**config.mk**
```make
export PLATFORM = sky130hd
export DESIGN_NAME = lms_sync_fifo
export DESIGN_NICKNAME = d
export VERILOG_FILES = /design/src/rtl/lms_fifo_pkg.sv /design/src/rtl/lms_sync_fifo_ram.sv /design/src/rtl/lms_sync_fifo.sv
export SDC_FILE = /design/constraint.sdc
export NUM_CORES = 1
export LEC_CHECK = 0
export CORE_UTILIZATION = 56
export CTS_CLUSTER_SIZE = 20
export DETAILED_ROUTE_END_ITERATION = 8
export PLACE_DENSITY = 0.73
export SKIP_LAST_GASP = 1
export SYNTH_ARGS = -nofsm -noshare
export SYNTH_HDL_FRONTEND = slang
export SYNTH_HIERARCHICAL = 1
export SYNTH_SLANG_ARGS = --single-unit
```
**constraint.sdc**
```tcl
create_clock -name clk -period 3.22 [get_ports clk]
set_input_delay 0.644 -clock clk [delete_from_list [all_inputs] [get_ports clk]]
set_output_delay 0.644 -clock clk [all_outputs]
set_load 0.02 [all_outputs]
```
**src/rtl/lms_fifo_pkg.sv**
```systemverilog
// Shared constants and helpers for the LMS single-clock FIFO family.
package lms_fifo_pkg;

    localparam int MODE_STD  = 0;
    localparam int MODE_FWFT = 1;

    localparam int ADDR_MIN  = 4;
    localparam int ADDR_MAX  = 10;
    localparam int DATA_MIN  = 1;
    localparam int DATA_MAX  = 256;

    // Level counter must represent 0..2^addr_width inclusive.
    function automatic int lvl_width(input int addr_width);
        return addr_width + 1;
    endfunction

endpackage

```
**src/rtl/lms_sync_fifo_ram.sv**
```systemverilog
// Single-clock simple-dual-port distributed RAM: synchronous write, asynchronous read.
module lms_sync_fifo_ram #(
    parameter int ADDR_WIDTH = 5,
    parameter int DATA_WIDTH = 32
) (
    input  logic                  clk,
    input  logic                  we_i,
    input  logic [ADDR_WIDTH-1:0] waddr_i,
    input  logic [DATA_WIDTH-1:0] wdata_i,
    input  logic [ADDR_WIDTH-1:0] raddr_i,
    output logic [DATA_WIDTH-1:0] rdata_o
);

    logic [DATA_WIDTH-1:0] mem_q [2**ADDR_WIDTH];

    always_ff @(posedge clk) begin
        if (we_i) begin
            mem_q[waddr_i] <= wdata_i;
        end
    end

    assign rdata_o = mem_q[raddr_i];

endmodule

```
**src/rtl/lms_sync_fifo.sv**
```systemverilog
// Single-clock distributed-RAM FIFO with standard or FWFT read, programmable
// almost-full/empty thresholds, flush and sticky error flags.
module lms_sync_fifo
    import lms_fifo_pkg::*;
#(
    parameter int ADDR_WIDTH = 5,
    parameter int DATA_WIDTH = 32,
    parameter int OUT_REG    = 0,
    parameter int FWFT       = 0
) (
    input  logic                  clk,
    input  logic                  rst,
    input  logic                  flush,
    input  logic [DATA_WIDTH-1:0] wr_data,
    input  logic                  wr_en,
    output logic                  full,
    input  logic                  rd_en,
    output logic [DATA_WIDTH-1:0] rd_data,
    output logic                  rd_valid,
    output logic                  empty,
    input  logic [ADDR_WIDTH:0]   af_thresh,
    input  logic [ADDR_WIDTH:0]   ae_thresh,
    output logic                  almost_full,
    output logic                  almost_empty,
    output logic [ADDR_WIDTH:0]   water_level,
    output logic                  overflow,
    output logic                  underflow,
    input  logic                  clr_err
);

    localparam int            LW       = lvl_width(ADDR_WIDTH);
    localparam int            DEPTH    = 2**ADDR_WIDTH;
    localparam logic [LW-1:0] DEPTH_L  = LW'(DEPTH);
    localparam logic [LW-1:0] PTR_WRAP = {1'b1, {ADDR_WIDTH{1'b0}}};
    localparam bit            IS_FWFT  = (FWFT == MODE_FWFT);
    localparam bit            USE_OREG = !IS_FWFT && (OUT_REG != 0);

    if (ADDR_WIDTH < ADDR_MIN || ADDR_WIDTH > ADDR_MAX) begin : g_bad_addr
        $error("lms_sync_fifo: ADDR_WIDTH out of range");
    end
    if (DATA_WIDTH < DATA_MIN || DATA_WIDTH > DATA_MAX) begin : g_bad_data
        $error("lms_sync_fifo: DATA_WIDTH out of range");
    end

    logic [LW-1:0]         wr_ptr_q, wr_ptr_d;
    logic [LW-1:0]         rd_ptr_q, rd_ptr_d;
    logic [LW-1:0]         level_q, level_d;
    logic                  full_q, full_d;
    logic                  empty_q, empty_d;
    logic                  af_q, af_d;
    logic                  ae_q, ae_d;
    logic                  ovf_q, ovf_d;
    logic                  udf_q, udf_d;
    logic [DATA_WIDTH-1:0] dout_q, dout_d;
    logic                  vld_q, vld_d;
    logic [DATA_WIDTH-1:0] dout2_q;
    logic                  vld2_q;

    logic                  wr_acc;
    logic                  pop;
    logic                  ram_rd;
    logic                  ram_empty;
    logic [DATA_WIDTH-1:0] ram_rdata;

    lms_sync_fifo_ram #(
        .ADDR_WIDTH (ADDR_WIDTH),
        .DATA_WIDTH (DATA_WIDTH)
    ) u_ram (
        .clk     (clk),
        .we_i    (wr_acc),
        .waddr_i (wr_ptr_q[ADDR_WIDTH-1:0]),
        .wdata_i (wr_data),
        .raddr_i (rd_ptr_q[ADDR_WIDTH-1:0]),
        .rdata_o (ram_rdata)
    );

    // In FWFT mode dout_q/vld_q form the holding register; otherwise they are
    // the first read-data stage. A RAM read refills the holder whenever it is
    // free or being popped, so back-to-back pops see no bubble.
    always_comb begin
        wr_acc    = wr_en & ~full_q;
        pop       = rd_en & ~empty_q;
        ram_empty = (wr_ptr_q == rd_ptr_q);
        ram_rd    = IS_FWFT ? (~ram_empty & (~vld_q | pop)) : pop;

        wr_ptr_d  = wr_ptr_q + LW'(wr_acc);
        rd_ptr_d  = rd_ptr_q + LW'(ram_rd);

        level_d   = level_q;
        if (wr_acc && !pop) begin
            level_d = level_q + 1'b1;
        end else if (pop && !wr_acc) begin
            level_d = level_q - 1'b1;
        end

        vld_d     = ram_rd | (IS_FWFT & vld_q & ~pop);
        dout_d    = ram_rd ? ram_rdata : dout_q;

        // The holder counts toward capacity in FWFT, so full is level based there.
        full_d    = IS_FWFT ? (level_d == DEPTH_L)
                            : ((wr_ptr_d ^ rd_ptr_d) == PTR_WRAP);
        empty_d   = IS_FWFT ? ~vld_d : (wr_ptr_d == rd_ptr_d);

        af_d      = (af_thresh != '0) && (level_d >= af_thresh);
        ae_d      = (level_d <= ae_thresh);

        ovf_d     = (ovf_q & ~clr_err) | (wr_en & full_q);
        udf_d     = (udf_q & ~clr_err) | (rd_en & empty_q);
    end

    always_ff @(posedge clk) begin
        if (rst || flush) begin
            wr_ptr_q <= '0;
            rd_ptr_q <= '0;
            level_q  <= '0;
            full_q   <= 1'b0;
            empty_q  <= 1'b1;
            af_q     <= 1'b0;
            ae_q     <= 1'b1;
            dout_q   <= '0;
            vld_q    <= 1'b0;
            dout2_q  <= '0;
            vld2_q   <= 1'b0;
            ovf_q    <= rst ? 1'b0 : ovf_d;
            udf_q    <= rst ? 1'b0 : udf_d;
        end else begin
            wr_ptr_q <= wr_ptr_d;
            rd_ptr_q <= rd_ptr_d;
            level_q  <= level_d;
            full_q   <= full_d;
            empty_q  <= empty_d;
            af_q     <= af_d;
            ae_q     <= ae_d;
            dout_q   <= dout_d;
            vld_q    <= vld_d;
            if (vld_q) begin
                dout2_q <= dout_q;
            end
            vld2_q   <= vld_q;
            ovf_q    <= ovf_d;
            udf_q    <= udf_d;
        end
    end

    assign rd_data      = USE_OREG ? dout2_q : dout_q;
    assign rd_valid     = USE_OREG ? vld2_q : vld_q;
    assign full         = full_q;
    assign empty        = empty_q;
    assign almost_full  = af_q;
    assign almost_empty = ae_q;
    assign water_level  = level_q;
    assign overflow     = ovf_q;
    assign underflow    = udf_q;

endmodule

```
==> results of run 1 <==
## through the flow
stage	setup TNS, ps	setup slack, ps	power (mW)
after CTS	0	594.9	28.99
after detailed placement	-10.93	-10.93	16.57
final	0	510.9	28.86
after floorplan	-18340	-75.33	16.09
after global routing	0	465.8	29.60
after global placement	0	25.78	16.55
## cell usage after synthesis, types with 2 or more instances
library cell | number | area share [%]
nor2_1 | 53 | 0.47
nand4_1 | 3 | 0.044
xor2_1 | 8 | 0.17
clkbuf_1 | 58 | 0.51
buf_4 | 33 | 0.59
a31oi_1 | 32 | 0.47
clkbuf_4 | 2 | 0.035
or3_1 | 2 | 0.030
buf_6 | 16 | 0.43
buf_2 | 26 | 0.31
mux2i_1 | 512 | 12
nand2b_1 | 3 | 0.044
edfxtp_1 | 1024 | 73
ha_1 | 18 | 0.53
or3b_2 | 3 | 0.062
nand3b_1 | 5 | 0.089
a21o_1 | 4 | 0.071
a22oi_1 | 98 | 1.7
xnor2_1 | 10 | 0.21
a22o_1 | 64 | 1.3
dfxtp_1 | 57 | 2.7
a21oi_1 | 133 | 1.6
inv_1 | 15 | 0.13
and2_1 | 10 | 0.15
o211ai_1 | 2 | 0.035
buf_1 | 5 | 0.044
nand2_1 | 171 | 1.5
or2_2 | 3 | 0.044
o21ai_0 | 2 | 0.024
nand3_1 | 104 | 1.2
nor3_1 | 34 | 0.40
## layout make-up
class,instances,area share (%)
Tap cell,969,2.476
Inverter,16,0.1380
Clock inverter,68,1.594
Multi-Input combinational cell,1286,20.08
Timing Repair Buffer,246,4.891
Clock buffer,125,5.688
Sequential cell,1081,65.13
## cell families after synthesis
logic type / Yosys count / synth area share, %
xor+xnor: 19 / 0.4108
buf+inv: 156 / 2.072
flops: 1081 / 75.33
mux: 512 / 12.11
compound gates: 339 / 5.317
fa+ha+maj: 18 / 0.5320
simple gates: 398 / 4.232
## flip-flops by register name, summed over array words and instances (netlist names), 6 cells and up
name and flops:
rd_ptr_q 6, u_ram/mem_q 1024, water_level 6, wr_ptr_q 6, rd_data 32
## routing by layer
| layer | wire length (um) | global-route usage [%] | up-vias |
|---|---|---|---|
| met3 | 10180 | 4.471 | 151 |
| met2 | 46800 | 40.60 | 1266 |
| met5 | 0 | 0 | - |
| met1 | 40280 | 37.06 | 11751 |
| li1 | - | - | 10267 |
| met4 | 2125 | 7.507 | 0 |
## where the power goes
part / total, mW / internal, mW / leakage [nW] / switching, mW
Combinational: 0.840 / 0.291 / 3.74 / 0.549
Clock: 12.6 / 7.45 / 1.76 / 5.13
Sequential: 15.4 / 15.4 / 9.69 / 0.0206
Total: 28.9 / 23.2 / 15.2 / 5.70
## layout by cell type (no fill, tap or decap), drive strengths merged
cell type         n
inv              16
nor2             54
and2b             1
clkinv           48
or2               3
a22o             64
nand3b            5
clkinvlp          4
or3b              3
or3               2
o31ai             1
nand2b            5
xnor2            11
mux2i           512
bufinv           16
a21oi           133
edfxtp         1024
or4               1
o311a             1
o21ai             2
o211ai            2
a21o              4
nand2           171
o21a              1
a22oi            98
nand3           105
a31oi            32
nand4             3
nor2b             1
dfxtp            57
o31a              1
xor2              8
and2             10
buf             152
clkbuf          125
clkdlybuf4s50    94
ha               18
nor3             34
## worst register-to-register path: stages, from the launching register on
cell	delay (ps)
dfxtp_1	550
and2b_4	590
buf_4	320
a22o_1	150
nor3_1	60
a31oi_1	540
nand3_1	150
nand2_1	110
a21oi_1	80
## worst max-delay path by stage
stage | from | end | slack (ps) | cells after the start
finish | rd_ptr_q[1] | rd_data[22] | 510 | 8
global route | rd_ptr_q[1] | rd_data[26] | 470 | 8
CTS | rd_ptr_q[1] | rd_data[22] | 590 | 8
detailed placement | rd_en | empty | -10 | 12
global placement | wr_en | almost_full | 30 | 13
floorplan | wr_en | u_ram/mem_q[28][0] | -80 | 5
==> impl_results.md, run 1 <==
- Worst-path clk slew: 60 ps
- Worst slew pin tran: 886.3 ps
- IO buf count: 94
- Register-to-Register Setup Slack: 510 ps
- Clk_lat worst skew: 660 ps
- DP Cell Count: 3598
- Max Clock Skew: 28.02 ps
- Worst setup EP type: flip-flop
- Post-synthesis net count: 2591
- Die height: 277.0 um
- Netlist cell types: 44
- Critical path class: reg -> reg
- Tmin final: 2709 ps
- Max rail drop VDD: 0.5010 mV
- Fin area: 48970 um2
- Global-route wire length before repair: 146600 um
- Placer Congestion: 0.8536
- HP Class: reg -> reg
- Crit path launch type: flip-flop
- Vias in the first global route: 23154
- Clk buf depth: 3
- Die width: 277.0 um
- Area Growth Syn to Fin: 15.67%
- Post-Syn Area: 42330 um2
- CP peak stage delay: 590 ps
- Status: finished clean
- Antenna-violating nets left: 0
- Multi-input gate area: 9832 um2
- Hold Path Origin: rd_data[4]
- R2r endpoint: rd_data[22]
- Post-CTS setup buffer count: 0
- DR iter-0 viols: 2718
- Final core utilization: 65.66%
- Post-CTS Hold Buffers: 0
- Crit path required time: 3730 ps
- Routed vias: 23435
- Final net count: 2803
- Std cell rows: 100
- Final Non-Filler Cells: 3791
- Crit-path max FO: 27
- Slew Limit Fails: 0
- H-tree Lvls: 3
- Synthesis Warnings: 6
- Post-synth ARST share: 0%
- Buf/Inv on CP: 1
- Die area: 76700 um2
- Leak pwr: 15.18 nW
- CORE AREA: 74570 um2
- Cells along the critical path: and2b_4, buf_4, a22o_1, nor3_1, a31oi_1, nand3_1, nand2_1, a21oi_1
- CP Data Arrival Time: 3220 ps
- Syn_area_per_cell: 16.78 um2
- GRT overflow: 0
- Initial antenna violation count: 0
- Fin crit share: 84.13%
- Max_slew headroom: 40.91%
- Post-synth EDFFs: 1024
- Fillers: 4929
- Wire per inst: 26.22 um
- Hpwl dp: 58110 um
- Worst Hold Path EP: rd_data[4]
- RSZ-0062 raised after global routing: false
- Share of cells above drive strength 1: 13.11%
- PD cells: 589.4 nW/um2
- Hold Vio Cnt, Final: 0
- Worst hold margin: 455.8 ps
- Largest net degree at the start of global routing: 82
- Initial Util: 56.77%
- Synth Instances: 2523
- Vias per Instance: 6.182
- # IOs: 95
- Crit-path leading delay family: simple AND/OR/NAND/NOR gates
- Critical R2R Launch: rd_ptr_q[1]
- Fmax: 0.3691 GHz
- Top_reg_cell synth: edfxtp_1
- Max_cap viols: 0
- Cell count of the worst reg-to-reg path: 8
- #FFs+latches synth: 1081
- Num CTS Buffers: 104
- Overall Global Routing Usage: 25.74%
- # setup viols final: 0
- Post_cts resized: 0
- Root buffer cell: clkbuf_16
- Antenna Cells: 0
- TritonCTS clock tree: yes
- Sequential cell area fraction in the yosys report: 75.33%
- WHS Path Cells: 2
- Placed inst area: 45400 um2
- Register area: 31890 um2
- Sink Count: 1081
- Final wirelength: 99400 um
- Post-route DRC: 0
- Max stage delay cell, worst path: and2b_4
- DR pass1 iterations: 6
Power figures use the tool's default switching activity.
==> inputs of run 2 (changes only) <==
clock period = 2.2 ns   (was 3.22 ns; I/O delays follow)
==> run 2 against run 1 <==
The run now ends with setup timing left. Flip-flop and latch count did not move. Clock power is 37% higher. Fmax is 21% higher. Via count grew 3.7%. Utilization up 2.6 points. Worst hold slack lost 68 ps. Sequential power rose by 47%. Worst setup slack got worse by 550 ps. Global-route usage increased by 1.7 points. Critical path type unchanged.
==> impl_results.md, run 2 (synthesis gave the netlist of run 1 again) <==
- Status: finished, violations left
- Violations in the final reports: setup timing
- Most frequent cells in the layout: 1024 x edfxtp_1, 512 x mux2i_1, 178 x buf_4, 171 x nand2_1, 131 x a21oi_1
- Slew Limit Fails: 0
- Die width: 277.0 um
- Final Non-Filler Cells: 3926
- Sink Count: 1081
- Worst setup EP type: flip-flop
- DR iter-0 viols: 2808
- Cells along the critical path: buf_12, buf_12, buf_12, mux2i_1, a22o_1, nor3_1, a31oi_1, nand3_2, nand2_1, a21oi_1
- PD cells: 808.8 nW/um2
- Part of the power in registers: 54.9%
- Crit-path leading delay family: buffers and inverters
- WHS Path Cells: 2
- Hold Vio Cnt, Final: 0
- Area Growth Syn to Fin: 20.22%
- Vias per Instance: 6.192
- Antenna Cells: 0
- Std cell rows: 100
- Max reg flops: 1024
- Placer Congestion: 0.8700
- Crit path launch type: flip-flop
- Leak pwr: 16.11 nW
- CORE AREA: 74570 um2
- Worst Hold Path EP: overflow
- Cell-internal power: 32.82 mW
- Pre-CTS WS: -678.5 ps
- Largest net degree at the start of global routing: 46
- Fmax: 0.4469 GHz
- Worst slew pin tran: 541.1 ps
- Die height: 277.0 um
- # setup viols final: 1
- Max Clock Skew: 17.09 ps
- Critical Path Source: rd_ptr_q[0]
- Worst-path clk slew: 60 ps
- Clock power share: 41.8%
- Hpwl dp: 64090 um
- Critical path class: reg -> reg
- CP peak stage delay: 370 ps
- DP Cell Count: 3722
- Combinational share of power: 3.3%
- Num CTS Buffers: 104
- Vias in the first global route: 24450
- R2r endpoint: rd_data[14]
- H-tree Lvls: 3
- Max rail drop VDD: 0.7191 mV
- Crit-path max FO: 26
- Commonest non-fill, non-tap cell in the layout: edfxtp_1
- Hold Path Origin: rst
- Fin area: 50900 um2
- Antenna-violating nets left: 0
- NetSw: 8.343 mW
- Max_slew headroom: 63.93%
- Buf/Inv on CP: 3
- Setup TNS: -37.81 ps
- Placed inst area: 47210 um2
- Wire per inst: 27.09 um
- Critical R2R Launch: rd_ptr_q[0]
- Max stage delay cell, worst path: dfxtp_4
- Fin crit share: 101.7%
- Register-to-Register Setup Slack: -40 ps
- Final net count: 2937
- # IOs: 95
- HP Class: in -> reg
- Clk_lat worst skew: 670 ps
- TritonCTS clock tree: yes
- Cell mode on critical path: buf_12
- Clk buf depth: 3
- DR pass1 iterations: 5
- Overall Global Routing Usage: 27.47%
- Net Sw Frac: 20.27%
- Share of cells above drive strength 1: 17.79%
- Root buffer cell: clkbuf_16
- Post-route DRC: 0
- Top reg by flops: u_ram/mem_q
- Worst hold margin: 388.0 ps
- RSZ-0062 raised after global routing: true
- GRT overflow: 0
- Global-route wire length before repair: 155200 um
- Initial antenna violation count: 1
- Worst setup margin: -37.81 ps
- CP Data Arrival Time: 2790 ps
- Crit path required time: 2750 ps
- Tmin final: 2238 ps
- Cell count of the worst reg-to-reg path: 10
- Final wirelength: 106400 um
- Routed vias: 24308
- Die area: 76700 um2
- Max_cap viols: 0
- IO buf count: 94
- Initial Util: 56.77%
==> run 2: routing by layer <==
layer  GRT usage [%]  vias to the layer above  wire (um)
li1                -                    10563          -
met2           45.49                     1178      52450
met3           3.957                      198       8200
met5               0                        -         17
met1           37.56                    12367      42550
met4           9.416                        2       3128
==> run 2: layout make-up <==
| type | count | area, um2 |
|---|---|---|
| Fill cell | 4793 | 23680 |
| Inverter | 16 | 67.56 |
| Sequential cell | 1081 | 31900 |
| Clock inverter | 57 | 493.0 |
| Clock buffer | 137 | 2806 |
| Multi-Input combinational cell | 1286 | 10000 |
| Timing Repair Buffer | 380 | 4419 |
| Tap cell | 969 | 1212 |
==> run 2: per-stage QoR <==
| stage | util [%] | total power, mW |
|---|---|---|
| final | 68.25 | 41.17 |
| after global routing | 68.25 | 42.24 |
| after CTS | 67.94 | 41.29 |
| after detailed placement | 63.31 | 24.34 |
| after global placement | 63.31 | 24.30 |
| after floorplan | - | 23.56 |
==> run 2: worst max-delay path by stage <==
| stage | cells after the start | slack (ps) | endpoint |
|---|---|---|---|
| CTS | 10 | -9 | rd_data[9] |
| global route | 11 | -80 | almost_full |
| detailed placement | 13 | -680 | almost_full |
| global placement | 13 | -730 | almost_full |
| floorplan | 12 | -200 | almost_full |
| finish | 10 | -40 | rd_data[14] |
==> run 2: power by group through the flow <==
stage | registers [mW] | logic (mW) | clock network [mW]
3_3_place_gp | 23.0 | 1.27 | 0
6_report | 22.6 | 1.37 | 17.2
4_1_cts | 22.6 | 1.34 | 17.4
5_1_grt | 22.6 | 1.45 | 18.2
3_5_place_dp | 23.0 | 1.31 | 0
2_1_floorplan | 23.1 | 0.511 | 0
==> run 2: timing repair <==
action                                  4_1_cts  5_1_grt
gates resized for setup                      24       29
pin swaps                                     3       10
gates cloned                                  1        3
hold endpoints to repair                      0        0
hold buffers                                  0        0
buffers inserted                              4        2
endpoints found under the setup margin       24       25
